--- config.mk ---
export PLATFORM = sky130hd
export DESIGN_NAME = cmd_exec_burst_flat
export DESIGN_NICKNAME = d
export VERILOG_FILES = /design/src/rtl/cmd_exec_burst_if.sv /design/src/rtl/cmd_exec_burst.sv /design/src/flat_wrapper.sv
export SDC_FILE = /design/constraint.sdc
export NUM_CORES = 1
export LEC_CHECK = 0
export CAP_MARGIN = 20
export CORE_AREA = 8 8 232 234
export DETAILED_ROUTE_END_ITERATION = 6
export DIE_AREA = 0 0 240 242
export GPL_TIMING_DRIVEN = 1
export PLACE_DENSITY = 0.72
export SYNTH_ARGS = -nofsm -noshare
export SYNTH_HDL_FRONTEND = slang
export SYNTH_SLANG_ARGS = --single-unit
--- constraint.sdc ---
create_clock -name clk -period 49.7 [get_ports clk]
set_input_delay 9.94 -clock clk [delete_from_list [all_inputs] [get_ports clk]]
set_output_delay 9.94 -clock clk [all_outputs]
set_load 0.005 [all_outputs]
--- src/rtl/cmd_exec_burst_if.sv ---
// cmd_exec_burst_if: byte-stream handshake between the RX byte FIFO, the
// command executor and the TX response FIFO.
//   byte_fifo_valid/data  RX FIFO head (first-word-fall-through)
//   byte_fifo_rd_en       pop RX FIFO head this cycle
//   cmd_resp_full         TX FIFO full
//   cmd_resp_wr_data/en   push one response byte this cycle
// slave  = executor side, master = FIFO/environment side.
interface cmd_exec_burst_if;
  logic       byte_fifo_valid;
  logic [7:0] byte_fifo_data;
  logic       byte_fifo_rd_en;
  logic       cmd_resp_full;
  logic [7:0] cmd_resp_wr_data;
  logic       cmd_resp_wr_en;

  modport slave (
    input  byte_fifo_valid, byte_fifo_data, cmd_resp_full,
    output byte_fifo_rd_en, cmd_resp_wr_data, cmd_resp_wr_en
  );
  modport master (
    output byte_fifo_valid, byte_fifo_data, cmd_resp_full,
    input  byte_fifo_rd_en, cmd_resp_wr_data, cmd_resp_wr_en
  );
endinterface

--- src/rtl/cmd_exec_burst.sv ---
// cmd_exec_burst: parses framed burst read/write commands from the RX byte
// stream, executes them against an internal register bank and emits response
// bytes into the TX FIFO, honouring TX backpressure.
// Frame: OP | ADDR (ADDR_BYTES, MSB first) | LEN | [WDATA (LEN+1)*DATA_BYTES]
//   0x57 write -> A5 ack, 0x52 read -> 5A + data, error -> EE.
// Ports:
//   clk, rst  clock, asynchronous active-high reset
//   bus       cmd_exec_burst_if.slave (RX pop / TX push handshake)
//   busy      high whenever the FSM is not idle in S_OP
// Optional: define CMD_EXEC_TIMEOUT_EN to abandon a frame after
// TIMEOUT_CYCLES idle cycles while waiting for frame bytes.
module cmd_exec_burst #(
  parameter int ADDR_BYTES     = 1,
  parameter int DATA_BYTES     = 4,
  parameter int NUM_REGS       = 16,
  parameter int TIMEOUT_CYCLES = 1000000
) (
  input  logic                   clk,
  input  logic                   rst,
  cmd_exec_burst_if.slave        bus,
  output logic                   busy
);
  localparam int AW = ADDR_BYTES * 8;
  localparam int DW = DATA_BYTES * 8;
  localparam int IW = (NUM_REGS > 1) ? $clog2(NUM_REGS) : 1;
  localparam int BW = (DATA_BYTES > 1) ? $clog2(DATA_BYTES) : 1;
  localparam int CW = (ADDR_BYTES > 1) ? $clog2(ADDR_BYTES) : 1;

  localparam logic [7:0] OP_WR = 8'h57, OP_RD = 8'h52;
  localparam logic [7:0] RSP_WACK = 8'hA5, RSP_RHDR = 8'h5A, RSP_ERR = 8'hEE;

  typedef enum logic [3:0] {
    S_OP, S_ADDR, S_LEN, S_WDATA, S_DRAIN, S_WACK, S_RHDR, S_RDATA, S_ERR
  } state_t;

  state_t          state, nstate;
  logic            op_wr;
  logic [AW-1:0]   addr;
  logic [CW-1:0]   acnt;
  logic [7:0]      len;
  logic [7:0]      wcnt;
  logic [BW-1:0]   bcnt;
  logic [DW-1:0]   wsh, rsh;
  logic [DW-1:0]   regs [NUM_REGS];

  logic            consume, resp_st, pop, push, tmo;
  logic            last_addr, last_byte, last_word, in_range;
  logic [AW+7:0]   addr_cat;
  logic [DW+7:0]   wcat;
  logic [AW:0]     sum;
  logic [IW-1:0]   aidx;
  logic [DW-1:0]   rword;

  assign consume   = state inside {S_OP, S_ADDR, S_LEN, S_WDATA, S_DRAIN};
  assign resp_st   = state inside {S_WACK, S_RHDR, S_RDATA, S_ERR};
  assign pop       = bus.byte_fifo_rd_en;
  assign push      = bus.cmd_resp_wr_en;
  assign last_addr = acnt == CW'(ADDR_BYTES - 1);
  assign last_byte = bcnt == BW'(DATA_BYTES - 1);
  assign last_word = wcnt == len;
  assign addr_cat  = {addr, bus.byte_fifo_data};
  assign wcat      = {wsh, bus.byte_fifo_data};
  // One extra bit so addr+LEN cannot wrap past the end of the bank.
  assign sum       = {1'b0, addr} + (AW+1)'(bus.byte_fifo_data);
  assign in_range  = sum < (AW+1)'(NUM_REGS);
  assign aidx      = addr[IW-1:0];
  assign rword     = regs[aidx];

`ifdef CMD_EXEC_TIMEOUT_EN
  localparam int TW = $clog2(TIMEOUT_CYCLES + 1);
  logic [TW-1:0] tcnt;
  logic          wait_st;
  assign wait_st = state inside {S_ADDR, S_LEN, S_WDATA, S_DRAIN};
  always_ff @(posedge clk or posedge rst) begin
    if (rst)                   tcnt <= '0;
    else if (!wait_st || pop)  tcnt <= '0;
    else if (!bus.byte_fifo_valid) tcnt <= tcnt + 1'b1;
  end
  // Fires on the TIMEOUT_CYCLES-th consecutive starved cycle.
  assign tmo = wait_st && !bus.byte_fifo_valid && tcnt == TW'(TIMEOUT_CYCLES - 1);
`else
  assign tmo = 1'b0;
`endif

  // State register
  always_ff @(posedge clk or posedge rst) begin
    if (rst) state <= S_OP;
    else     state <= nstate;
  end

  // Next-state logic
  always_comb begin
    nstate = state;
    case (state)
      S_OP:    if (pop) nstate = (bus.byte_fifo_data == OP_WR || bus.byte_fifo_data == OP_RD)
                                 ? S_ADDR : S_ERR;
      S_ADDR:  if (pop && last_addr) nstate = S_LEN;
      S_LEN:   if (pop) begin
                 if (op_wr) nstate = in_range ? S_WDATA : S_DRAIN;
                 else       nstate = in_range ? S_RHDR  : S_ERR;
               end
      S_WDATA: if (pop && last_byte && last_word) nstate = S_WACK;
      S_DRAIN: if (pop && last_byte && last_word) nstate = S_ERR;
      S_WACK:  if (push) nstate = S_OP;
      S_RHDR:  if (push) nstate = S_RDATA;
      S_RDATA: if (push && last_byte && last_word) nstate = S_OP;
      S_ERR:   if (push) nstate = S_OP;
      default: nstate = S_OP;
    endcase
    if (tmo) nstate = S_ERR;
  end

  // Output logic
  always_comb begin
    bus.byte_fifo_rd_en  = consume && bus.byte_fifo_valid && !rst;
    bus.cmd_resp_wr_en   = resp_st && !bus.cmd_resp_full;
    bus.cmd_resp_wr_data = 8'h00;
    busy                 = state != S_OP;
    case (state)
      S_WACK:  bus.cmd_resp_wr_data = RSP_WACK;
      S_RHDR:  bus.cmd_resp_wr_data = RSP_RHDR;
      S_ERR:   bus.cmd_resp_wr_data = RSP_ERR;
      // First byte comes straight from the bank; the rest from the shifter.
      S_RDATA: bus.cmd_resp_wr_data = (bcnt == '0) ? rword[DW-1 -: 8] : rsh[DW-1 -: 8];
      default: ;
    endcase
  end

  // Datapath: address/length capture, word assembly, register bank
  always_ff @(posedge clk or posedge rst) begin
    if (rst) begin
      op_wr <= 1'b0;
      addr  <= '0;
      acnt  <= '0;
      len   <= '0;
      wcnt  <= '0;
      bcnt  <= '0;
      wsh   <= '0;
      rsh   <= '0;
      for (int i = 0; i < NUM_REGS; i++) regs[i] <= '0;
    end else begin
      case (state)
        S_OP: if (pop) begin
          op_wr <= bus.byte_fifo_data == OP_WR;
          addr  <= '0;
          acnt  <= '0;
        end
        S_ADDR: if (pop) begin
          addr <= addr_cat[AW-1:0];
          acnt <= acnt + 1'b1;
        end
        S_LEN: if (pop) begin
          len  <= bus.byte_fifo_data;
          wcnt <= '0;
          bcnt <= '0;
        end
        S_WDATA, S_DRAIN: if (pop) begin
          wsh <= wcat[DW-1:0];
          if (last_byte) begin
            if (state == S_WDATA) regs[aidx] <= wcat[DW-1:0];
            bcnt <= '0;
            wcnt <= wcnt + 1'b1;
            addr <= addr + 1'b1;
          end else begin
            bcnt <= bcnt + 1'b1;
          end
        end
        S_RDATA: if (push) begin
          rsh <= ((bcnt == '0) ? rword : rsh) << 8;
          if (last_byte) begin
            bcnt <= '0;
            wcnt <= wcnt + 1'b1;
            addr <= addr + 1'b1;
          end else begin
            bcnt <= bcnt + 1'b1;
          end
        end
        default: ;
      endcase
    end
  end
endmodule

--- src/flat_wrapper.sv ---
// flat-port wrapper written by rule: the top's interface ports become plain ports
module cmd_exec_burst_flat 
#(
  parameter int ADDR_BYTES     = 1,
  parameter int DATA_BYTES     = 4,
  parameter int NUM_REGS       = 16,
  parameter int TIMEOUT_CYCLES = 1000000
)
  (clk, rst, busy, bus_byte_fifo_valid, bus_byte_fifo_data, bus_cmd_resp_full, bus_byte_fifo_rd_en, bus_cmd_resp_wr_data, bus_cmd_resp_wr_en);
  cmd_exec_burst_if bus_i ();
  input  logic clk;
  input  logic rst;
  output logic busy;
  input wire logic [$bits(bus_i.byte_fifo_valid)-1:0] bus_byte_fifo_valid;
  input wire logic [$bits(bus_i.byte_fifo_data)-1:0] bus_byte_fifo_data;
  input wire logic [$bits(bus_i.cmd_resp_full)-1:0] bus_cmd_resp_full;
  output wire logic [$bits(bus_i.byte_fifo_rd_en)-1:0] bus_byte_fifo_rd_en;
  output wire logic [$bits(bus_i.cmd_resp_wr_data)-1:0] bus_cmd_resp_wr_data;
  output wire logic [$bits(bus_i.cmd_resp_wr_en)-1:0] bus_cmd_resp_wr_en;
  assign bus_i.byte_fifo_valid = bus_byte_fifo_valid;
  assign bus_i.byte_fifo_data = bus_byte_fifo_data;
  assign bus_i.cmd_resp_full = bus_cmd_resp_full;
  assign bus_byte_fifo_rd_en = bus_i.byte_fifo_rd_en;
  assign bus_cmd_resp_wr_data = bus_i.cmd_resp_wr_data;
  assign bus_cmd_resp_wr_en = bus_i.cmd_resp_wr_en;
  cmd_exec_burst #(.ADDR_BYTES(ADDR_BYTES), .DATA_BYTES(DATA_BYTES), .NUM_REGS(NUM_REGS), .TIMEOUT_CYCLES(TIMEOUT_CYCLES)) u_core (.clk(clk), .rst(rst), .bus(bus_i), .busy(busy));
endmodule
==> results of run 1 <==
## per-layer routing
| layer | global-route usage, % | wire [um] |
|---|---|---|
| met1 | 30.77 | 27270 |
| met2 | 34.40 | 29850 |
| met3 | 4.095 | 3161 |
| met4 | 5.996 | 1371 |
| met5 | 0 | 0 |
## registers in the layout (all words and copies together) (netlist names)
| signal | cells |
|---|---|
| u_core.acnt | 1 |
| u_core.addr | 8 |
| u_core.bcnt | 2 |
| u_core.len | 8 |
| u_core.op_wr | 1 |
| u_core.regs | 512 |
| u_core.rsh | 24 |
| u_core.state | 4 |
| u_core.wcnt | 8 |
| u_core.wsh | 24 |
## cells in the final DEF (no fill, tap or decap), types with 3 or more instances in the layout
master             n
nand4_1            8
clkbuf_1          11
mux2_2           530
nand2b_1           5
xor2_1             7
o21ai_0           46
clkinv_2          12
a221o_1            7
nand2_2           13
bufinv_16          3
mux4_2           160
and3_1             6
ha_1              15
clkdlybuf4s50_1   22
nand3_2            4
clkbuf_8          15
a21oi_1           16
nand3_1           10
o31ai_1            3
xnor2_1           10
nor2_1            25
nor2b_1           11
clkbuf_16         61
buf_4             35
mux2_1             8
dfrtp_1          589
nand2_1           72
a32o_1             3
nor2_4             4
nor3_1             6
a32oi_1            5
mux2i_1           18
a22oi_1            4
clkinvlp_4         3
inv_1             18
## kinds of logic (layout without fill, tap and decap cells)
group	Yosys count	count (layout)	share of synthesized area, %
compound gates	99	99	2.359
fa+ha+maj	16	16	0.7330
buf+inv	172	186	2.849
simple gates	179	179	3.239
flops	592	592	54.24
xor+xnor	17	17	0.5451
mux	716	716	36.03
## worst max-delay path, delay by kind of cell
kind / cells / cell delay (ps)
buffers and inverters: 2 / 1050
and+or+nand+nor: 2 / 820
## through the flow
step | power [mW] | instance area [um2]
3_3_place_gp | 0.6783 | 27990
3_5_place_dp | 0.6830 | 27990
4_1_cts | 1.134 | 29980
6_report | 1.122 | 30040
5_1_grt | 1.170 | 30040
2_1_floorplan | 0.6314 | 27310
## area by class of cell
class                   count  area, um2
clock inverters            20      212.7
fillers                  3901      20430
well taps                 680      850.8
clock buffers              87       1774
multi-input cells        1027      11760
repair buffers             59      538.0
inverters                  20      82.58
flip-flops and latches    592      14820
## cells in the mapped netlist (7+ instances only)
library cell / number
a21oi_1: 16
a221o_1: 7
buf_2: 70
clkbuf_1: 69
dfrtp_1: 592
ha_1: 16
inv_1: 19
mux2_1: 8
mux2_2: 530
mux2i_1: 18
mux4_2: 160
nand2_1: 84
nand3_1: 10
nand4_1: 8
nor2_1: 25
nor2b_1: 11
o21ai_0: 46
xnor2_1: 10
xor2_1: 7
## path summary, 6_finish.rpt
path,to,slack [ps],cells after the start,start
worst max-delay path,bus_byte_fifo_rd_en,27950,4,rst
worst min-delay path,u_core.rsh[27],470,2,u_core.rsh[27]
worst max register to register,u_core.rsh[30],45560,6,u_core.addr[1]
worst min register to register,u_core.rsh[27],470,2,u_core.rsh[27]
max in group asynchronous,u_core.regs[405],36580,7,rst
min in group asynchronous,u_core.bcnt[1],9690,2,rst
## report_power, final
| part | internal, mW | switching (mW) |
|---|---|---|
| Clock | 0.263 | 0.188 |
| Combinational | 0.0541 | 0.0665 |
| Sequential | 0.493 | 0.0584 |
| Total | 0.809 | 0.313 |
==> results.md, run 1 <==
- Hold-fix buffers at CTS: 0
- MaxCap Viol Count: 0
- Skew final: 18.20 ps
- Max clock buf depth: 3
- Place WS: 27990 ps
- Share of post-route cells with drive strength above 1: 47.42%
- Via count: 15405
- Worst EP required: 39760 ps
- Period utilization: 43.77%
- Maximum clock frequency: 45.97 MHz
- Finished Layout Cells: 2485
- Sequential-to-total area share from yosys stat: 54.24%
- Final core utilization: 59.51%
- GR Util All Layers: 21.76%
- Post-synthesis async set-or-reset flop share: 100.0%
- IO buf count: 22
- Warnings from Yosys: 0
- Layout area overhead: 9.973%
- #FFs+latches synth: 592
- Drt initial violations: 1231
- Crit path cell chain: clkdlybuf4s50_1 -> nor2b_1 -> and3b_1 -> clkdlybuf4s50_1
- # diodes: 0
- CP dominant cell by count: clkdlybuf4s50_1
- Post-CTS setup buffer count: 0
- CTS Root Cell: clkbuf_16
- Final slew viol count: 0
- Crit-path max cell delay: 540 ps
- Routed WL per cell: 24.81 um
- Post-route ant nets: 0
- Initial antenna violation count: 0
- Final WL: 61660 um
- Biggest area consumer among synthesized cells: dfrtp_1
- Final worst setup slack: 27950 ps
- # DRC: 0
- Area contributors post-synth: dfrtp_1, mux2_2, mux4_2
- Crit path DAT: 11810 ps
- P_leak: 14.45 nW
- Synth Cell Area: 27310 um2
- # setup viols final: 0
- CTS sink cnt: 592
- Vias in the first global route: 16334
- Initial Utilization: 54.12%
- First-pass GRT wire length: 97560 um
- GPL Wtd Cong: 0.7877
- Die X: 240 um
- H-tree depth: 2
- Reg clk slew, reported paths: 60 ps
- Crit-path slowest cell: clkdlybuf4s50_1
- TritonCTS clock tree: done
- VDD IR-drop max: 25.59 uV
- Worst skew pair latency: 640 ps
- Crit start category: input pin
- Placed cells: 2376
- CTS buffer count: 60
- Total core area: 50470 um2
- Hold crit path type: flop to flop
- Syn Nets: 1819
- Mapped Cells: 1791
- DR vias/cell: 6.199
- Dpl hpwl: 34130 um
- # rows: 83
- Setup TNS: 0 ps
- Ports: 23
- Worst rel slew slack: 17.65%
- Number of detailed-route iterations in the first pass: 5
- Residual overflow from global routing: 0
- Avg Inst Size Synth: 15.25 um2
- RSZ-0062 raised after global routing: no
- WHS: 473.2 ps
- Largest net degree at the start of global routing: 153
- Cts repair resizes: 0
- Final nets: 1788
- Cell area power density: 37.36 nW/um2
- Die area: 58080 um2
- Slew @ Worst Pin: 1235 ps
- Top cell type's share of synthesized area: 54.24%
- Final min period: 21750 ps
- Outcome: completed
- WS Path Type: input pin to output port
- Final Hold Fails: 0
- CP max FO: 10
- Die Y-Extent: 242 um
- Main flop type after synthesis: dfrtp_1
- Crit. End Element: output port
- Post-synth EDFFs: 0
- Distinct cells, synth: 57
Note: power is estimated with default switching activity, not from simulation.
==> run 2, diff against run 1 <==
--- a/config.mk
+++ b/config.mk
@@ -10,7 +10,7 @@
 export DETAILED_ROUTE_END_ITERATION = 6
 export DIE_AREA = 0 0 240 242
 export GPL_TIMING_DRIVEN = 1
-export PLACE_DENSITY = 0.72
+export PLACE_DENSITY = 0.74
 export SYNTH_ARGS = -nofsm -noshare
 export SYNTH_HDL_FRONTEND = slang
 export SYNTH_SLANG_ARGS = --single-unit
==> constraint.sdc (replaced) <==
create_clock -name clk -period 18.4 [get_ports clk]
set_input_delay 3.68 -clock clk [delete_from_list [all_inputs] [get_ports clk]]
set_output_delay 3.68 -clock clk [all_outputs]
set_load 0.005 [all_outputs]
==> results.md, run 2 (synthesized netlist as in run 1, its figures left out) <==
- Outcome: completed (unchanged)
- Final Hold Fails: 0 (unchanged)
- CP delay by family, top: buffers and inverters (unchanged)
- Crit start category: input pin (unchanged)
- Crit-path max cell delay: 520 ps (was 540 ps)
- Worst EP required: 14720 ps (was 39760 ps)
- CTS sink cnt: 592 (unchanged)
- P_leak: 14.46 nW (was 14.45 nW)
- Residual overflow from global routing: 0 (unchanged)
- Layout area overhead: 10.09% (was 9.973%)
- Drt initial violations: 1310 (was 1231)
- Most frequent cells in the layout: dfrtp_1, mux2_2, mux4_2 (unchanged)
- Reg clk slew, reported paths: 60 ps (about the same)
- Cts repair resizes: 0 (unchanged)
- First-pass GRT wire length: 98480 um (was 97560 um)
- Hold-fix buffers at CTS: 0 (unchanged)
- Commonest non-fill, non-tap cell in the layout: dfrtp_1 (unchanged)
- WHS: 477.8 ps (was 473.2 ps)
- Period utilization: 49.58%
- WS Path Type: input pin to output port (unchanged)
- Ports: 23 (unchanged)
- Via count: 15417 (was 15405)
- DP Area: 27990 um2 (about the same)
- # DRC: 0 (unchanged)
- CTS buffer count: 59 (was 60)
- Vias in the first global route: 16450 (was 16334)
- Final slew viol count: 0 (unchanged)
- Initial Utilization: 54.12% (unchanged)
- Routed WL per cell: 25.10 um (was 24.81 um)
- Worst Path Buf+Inv: 2 (unchanged)
- Worst skew pair latency: 620 ps (was 640 ps)
- Finished Layout Cells: 2485 (unchanged)
- Final Power: 3.048 mW (was 1.122 mW)
- CTS Root Cell: clkbuf_16 (unchanged)
- # diodes: 0 (unchanged)
- Crit path DAT: 5440 ps (was 11810 ps)
- Largest net degree at the start of global routing: 189 (was 153)
- Maximum clock frequency: 109.6 MHz
- Worst rel slew slack: 24.14% (was 17.65%)
- Post-route ant nets: 0 (unchanged)
- Final core utilization: 59.57% (was 59.51%)
- Die Y-Extent: 242 um (unchanged)
- Share of post-route cells with drive strength above 1: 47.15% (was 47.42%)
- Dpl hpwl: 34170 um (was 34130 um)
- Placed cells: 2372 (was 2376)
- Die X: 240 um (unchanged)
- Largest register FFs: 512 (unchanged)
- DR vias/cell: 6.204 (was 6.199)
- GR Util All Layers: 21.91% (was 21.76%)
- MaxCap Viol Count: 0 (unchanged)
- Post-CTS setup buffer count: 0 (unchanged)
- Setup TNS: 0 ps (unchanged)
- CP max FO: 10 (unchanged)
- Crit-path slowest cell: clkdlybuf4s50_1 (unchanged)
- Crit. End Element: output port (unchanged)
- Number of detailed-route iterations in the first pass: 5 (unchanged)
- Place WS: 9287 ps (was 27990 ps)
- Final worst setup slack: 9277 ps (was 27950 ps)
- Slew @ Worst Pin: 1138 ps (was 1235 ps)
- Skew final: 19.23 ps (was 18.20 ps)
- Cell area power density: 101.4 nW/um2 (was 37.36 nW/um2)
- Post-Layout Inst Area: 30070 um2 (was 30040 um2)
- CP dominant cell by count: clkdlybuf4s50_1 (unchanged)
- Crit path cell chain: clkdlybuf4s50_1 -> nor2b_1 -> and3b_1 -> clkdlybuf4s50_1 (unchanged)
- # setup viols final: 0 (unchanged)
- Final min period: 9123 ps
- Largest Register: u_core.regs (unchanged)
- H-tree depth: 2 (unchanged)
- VDD IR-drop max: 73.63 uV (was 25.59 uV)
- Die area: 58080 um2 (unchanged)
- TritonCTS clock tree: done (unchanged)
- Regs by FF count: u_core.regs x512, u_core.rsh x24, u_core.wsh x24 (unchanged)
- Final WL: 62360 um (was 61660 um)
- Hold crit path type: flop to flop (unchanged)
- RSZ-0062 raised after global routing: no (unchanged)
- Initial antenna violation count: 0 (unchanged)
- IO buf count: 22 (unchanged)
- Total core area: 50470 um2 (unchanged)
- GPL Wtd Cong: 0.7781 (was 0.7877)
- Max clock buf depth: 3 (unchanged)
- # rows: 83 (unchanged)
- Final nets: 1784 (was 1788)
run 2: cell type report:
cell class | instances | area (um2)
multi-input cells | 1027 | 11760
clock inverters | 14 | 181.4
clock buffers | 96 | 1826
repair buffers | 56 | 553.0
inverters | 20 | 78.83
fillers | 3830 | 20400
flip-flops and latches | 592 | 14820
well taps | 680 | 850.8
run 2: layer usage:
layer  part of all wire, %  track usage (%)  vias to the layer above  wire length [um]
met4                   2.2            6.121                        0              1376
li1                      -                -                     6574                 -
met1                    44            30.80                     8364             27670
met3                   5.0            3.947                      101              3137
met2                    48            34.90                      378             30180
met5                     0                0                        -                 0
run 2: worst paths after layout:
check	startpoint	cells after the start	endpoint	slack [ps]
max	rst	4	bus_byte_fifo_rd_en	9280
min	u_core.rsh[23]	2	u_core.rsh[23]	480
max reg2reg	u_core.addr[0]	8	u_core.regs[237]	14730
min reg2reg	u_core.rsh[23]	2	u_core.rsh[23]	480
max in group asynchronous	rst	7	u_core.regs[135]	12160
min in group asynchronous	rst	2	u_core.regs[456]	3590
run 2: worst register-to-register path, cell delays in order, from the launching register on:
cell	delay (ps)
dfrtp_4	820
buf_12	680
inv_1	240
ha_1	250
inv_1	80
nor2_4	60
nand2_2	460
buf_4	530
mux2_2	420
run 2: power breakdown:
part	switching (mW)	internal (mW)	total, mW
Combinational	0.187	0.147	0.334
Clock	0.501	0.730	1.23
Sequential	0.152	1.33	1.48
==> run 3, diff against run 2 <==
==> constraint.sdc (replaced) <==
create_clock -name clk -period 8.3 [get_ports clk]
set_input_delay 1.66 -clock clk [delete_from_list [all_inputs] [get_ports clk]]
set_output_delay 1.66 -clock clk [all_outputs]
set_load 0.005 [all_outputs]
==> results.md, run 3 (synthesized netlist as in run 1, its figures left out) <==
- Total core area: 50470 um2 (unchanged)
- Final core utilization: 59.61% (was 59.57%)
- Worst EP required: 6640 ps (was 14720 ps)
- GPL Wtd Cong: 0.7860 (was 0.7781)
- Crit. End Element: output port (unchanged)
- Dpl hpwl: 35060 um (was 34170 um)
- TritonCTS clock tree: done (unchanged)
- Vias in the first global route: 16426 (was 16450)
- CTS Root Cell: clkbuf_16 (unchanged)
- # DRC: 0 (unchanged)
- Post-route ant nets: 0 (unchanged)
- Met3 routed WL: 3537 um (was 3137 um)
- Final worst setup slack: 2674 ps (was 9277 ps)
- Via count: 15466 (was 15417)
- DR vias/cell: 6.221 (was 6.204)
- Final Hold Fails: 0 (unchanged)
- MaxCap Viol Count: 0 (unchanged)
- Max clock buf depth: 3 (unchanged)
- GR Util All Layers: 21.87% (was 21.91%)
- Cts repair resizes: 0 (unchanged)
- CP max FO: 92 (was 10)
- Crit-path max cell delay: 880 ps (was 520 ps)
- Skew final: 19.69 ps (was 19.23 ps)
- # diodes: 0 (unchanged)
- Max Used Layer: met4 (unchanged)
- Initial antenna violation count: 0 (unchanged)
- Reg clk slew, reported paths: 70 ps (was 60 ps)
- Routed WL per cell: 25.23 um (was 25.10 um)
- Residual overflow from global routing: 0 (unchanged)
- Final WL: 62710 um (was 62360 um)
- Crit path cell chain: buf_12 -> mux4_2 -> mux4_2 -> mux2i_1 -> a21oi_1 -> clkdlybuf4s50_1 (was clkdlybuf4s50_1 -> nor2b_1 -> and3b_1 -> clkdlybuf4s50_1)
- Die X: 240 um (unchanged)
- Worst skew pair latency: 620 ps (about the same)
- Drt initial violations: 1304 (was 1310)
- Post-Layout Inst Area: 30090 um2 (was 30070 um2)
- WS Path Type: flop to output port (was input pin to output port)
- Commonest non-fill, non-tap cell in the layout: dfrtp_1 (unchanged)
- Largest net degree at the start of global routing: 198 (was 189)
- Number of detailed-route iterations in the first pass: 5 (unchanged)
- Outcome: completed (unchanged)
- Largest register FFs: 512 (unchanged)
- RSZ-0062 raised after global routing: no (unchanged)
- Worst rel slew slack: 22.33% (was 24.14%)
- DP Area: 28010 um2 (was 27990 um2)
- Crit start category: flop (was input pin)
- Met1 wire length: 27570 um (was 27670 um)
- Worst Path Buf+Inv: 2 (unchanged)
- WHS: 480.7 ps (was 477.8 ps)
- CTS buffer count: 59 (unchanged)
- # rows: 83 (unchanged)
- Crit-path slowest cell: dfrtp_4 (was clkdlybuf4s50_1)
- Met2 WL: 30240 um (was 30180 um)
- Crit path DAT: 3970 ps (was 5440 ps)
- Hold-fix buffers at CTS: 0 (unchanged)
- CP delay by family, top: multiplexers (was buffers and inverters)
- Place WS: 3141 ps (was 9287 ps)
- Post-CTS setup buffer count: 0 (unchanged)
- Final nets: 1784 (unchanged)
- Final min period: 5626 ps
- IO buf count: 22 (unchanged)
- Most frequent cells in the layout: dfrtp_1, mux2_2, mux4_2 (unchanged)
- Initial Utilization: 54.12% (unchanged)
- P_leak: 14.46 nW (unchanged)
- Largest Register: u_core.regs (unchanged)
- Cell area power density: 225.7 nW/um2 (was 101.4 nW/um2)
- Period utilization: 67.79%
- Final Power: 6.789 mW (was 3.048 mW)
- Die area: 58080 um2 (unchanged)
- First-pass GRT wire length: 98050 um (was 98480 um)
- VDD IR-drop max: 166.2 uV (was 73.63 uV)
- H-tree depth: 2 (unchanged)
- Ports: 23 (unchanged)
- Layout area overhead: 10.16% (was 10.09%)
- CP dominant cell by count: mux4_2 (was clkdlybuf4s50_1)
- CTS sink cnt: 592 (unchanged)
- Regs by FF count: u_core.regs x512, u_core.rsh x24, u_core.wsh x24 (unchanged)
- Slew @ Worst Pin: 1165 ps (was 1138 ps)
- # setup viols final: 0 (unchanged)
- Hold crit path type: flop to flop (unchanged)
- Maximum clock frequency: 177.7 MHz
- Share of post-route cells with drive strength above 1: 46.95% (was 47.15%)
- Die Y-Extent: 242 um (unchanged)
- Final slew viol count: 0 (unchanged)
[run 3: cell types whose count changed in the layout (fill, tap and decap cells not counted), sizes merged]
cell      delta
bufinv       +2
clkbuf       +1
clkinvlp     +1
clkinv       -3
[run 3: routing by layer]
layer | vias up | track usage [%]
li1 | 6580 | -
met4 | 0 | 6.085
met3 | 94 | 3.810
met2 | 372 | 34.97
met5 | - | 0
met1 | 8420 | 30.75
[run 3: worst register-to-register path, delay by kind of cell (launching register included)]
kind	cells	cell delay [ps]
mux	3	1420
buf+inv	2	1300
flops	1	760
compound gates	1	120
[run 3: metrics by stage]
stage | setup TNS [ps] | std cells
global route | 0 | 2486
global placement | 0 | 2373
floorplan | -847350 | 1791
CTS | 0 | 2484
detailed placement | 0 | 2373
finish | 0 | 2486
[run 3: area by class of cell]
type | instances | area (um2)
Clock buffer | 97 | 1799
Clock inverter | 14 | 234.0
Fill cell | 3808 | 20380
Inverter | 20 | 78.83
Multi-Input combinational cell | 1027 | 11760
Sequential cell | 592 | 14820
Tap cell | 680 | 850.8
Timing Repair Buffer | 56 | 545.5
[run 3: path summary, 6_finish.rpt]
| check | endpoint | slack, ps | start | cells after the start |
|---|---|---|---|---|
| min | u_core.rsh[21] | 480 | u_core.rsh[21] | 2 |
| max in group asynchronous | u_core.regs[411] | 4820 | rst | 4 |
| min in group asynchronous | u_core.regs[165] | 1640 | rst | 2 |
| max reg2reg | u_core.rsh[23] | 4570 | u_core.addr[0] | 6 |
| min reg2reg | u_core.rsh[21] | 480 | u_core.rsh[21] | 2 |
| max | bus_cmd_resp_wr_data[0] | 2670 | u_core.addr[1] | 6 |
[run 3: power breakdown]
part | internal [mW] | total [mW] | switching, mW
Clock | 1.66 | 2.77 | 1.11
Sequential | 2.95 | 3.29 | 0.342
Combinational | 0.325 | 0.728 | 0.402
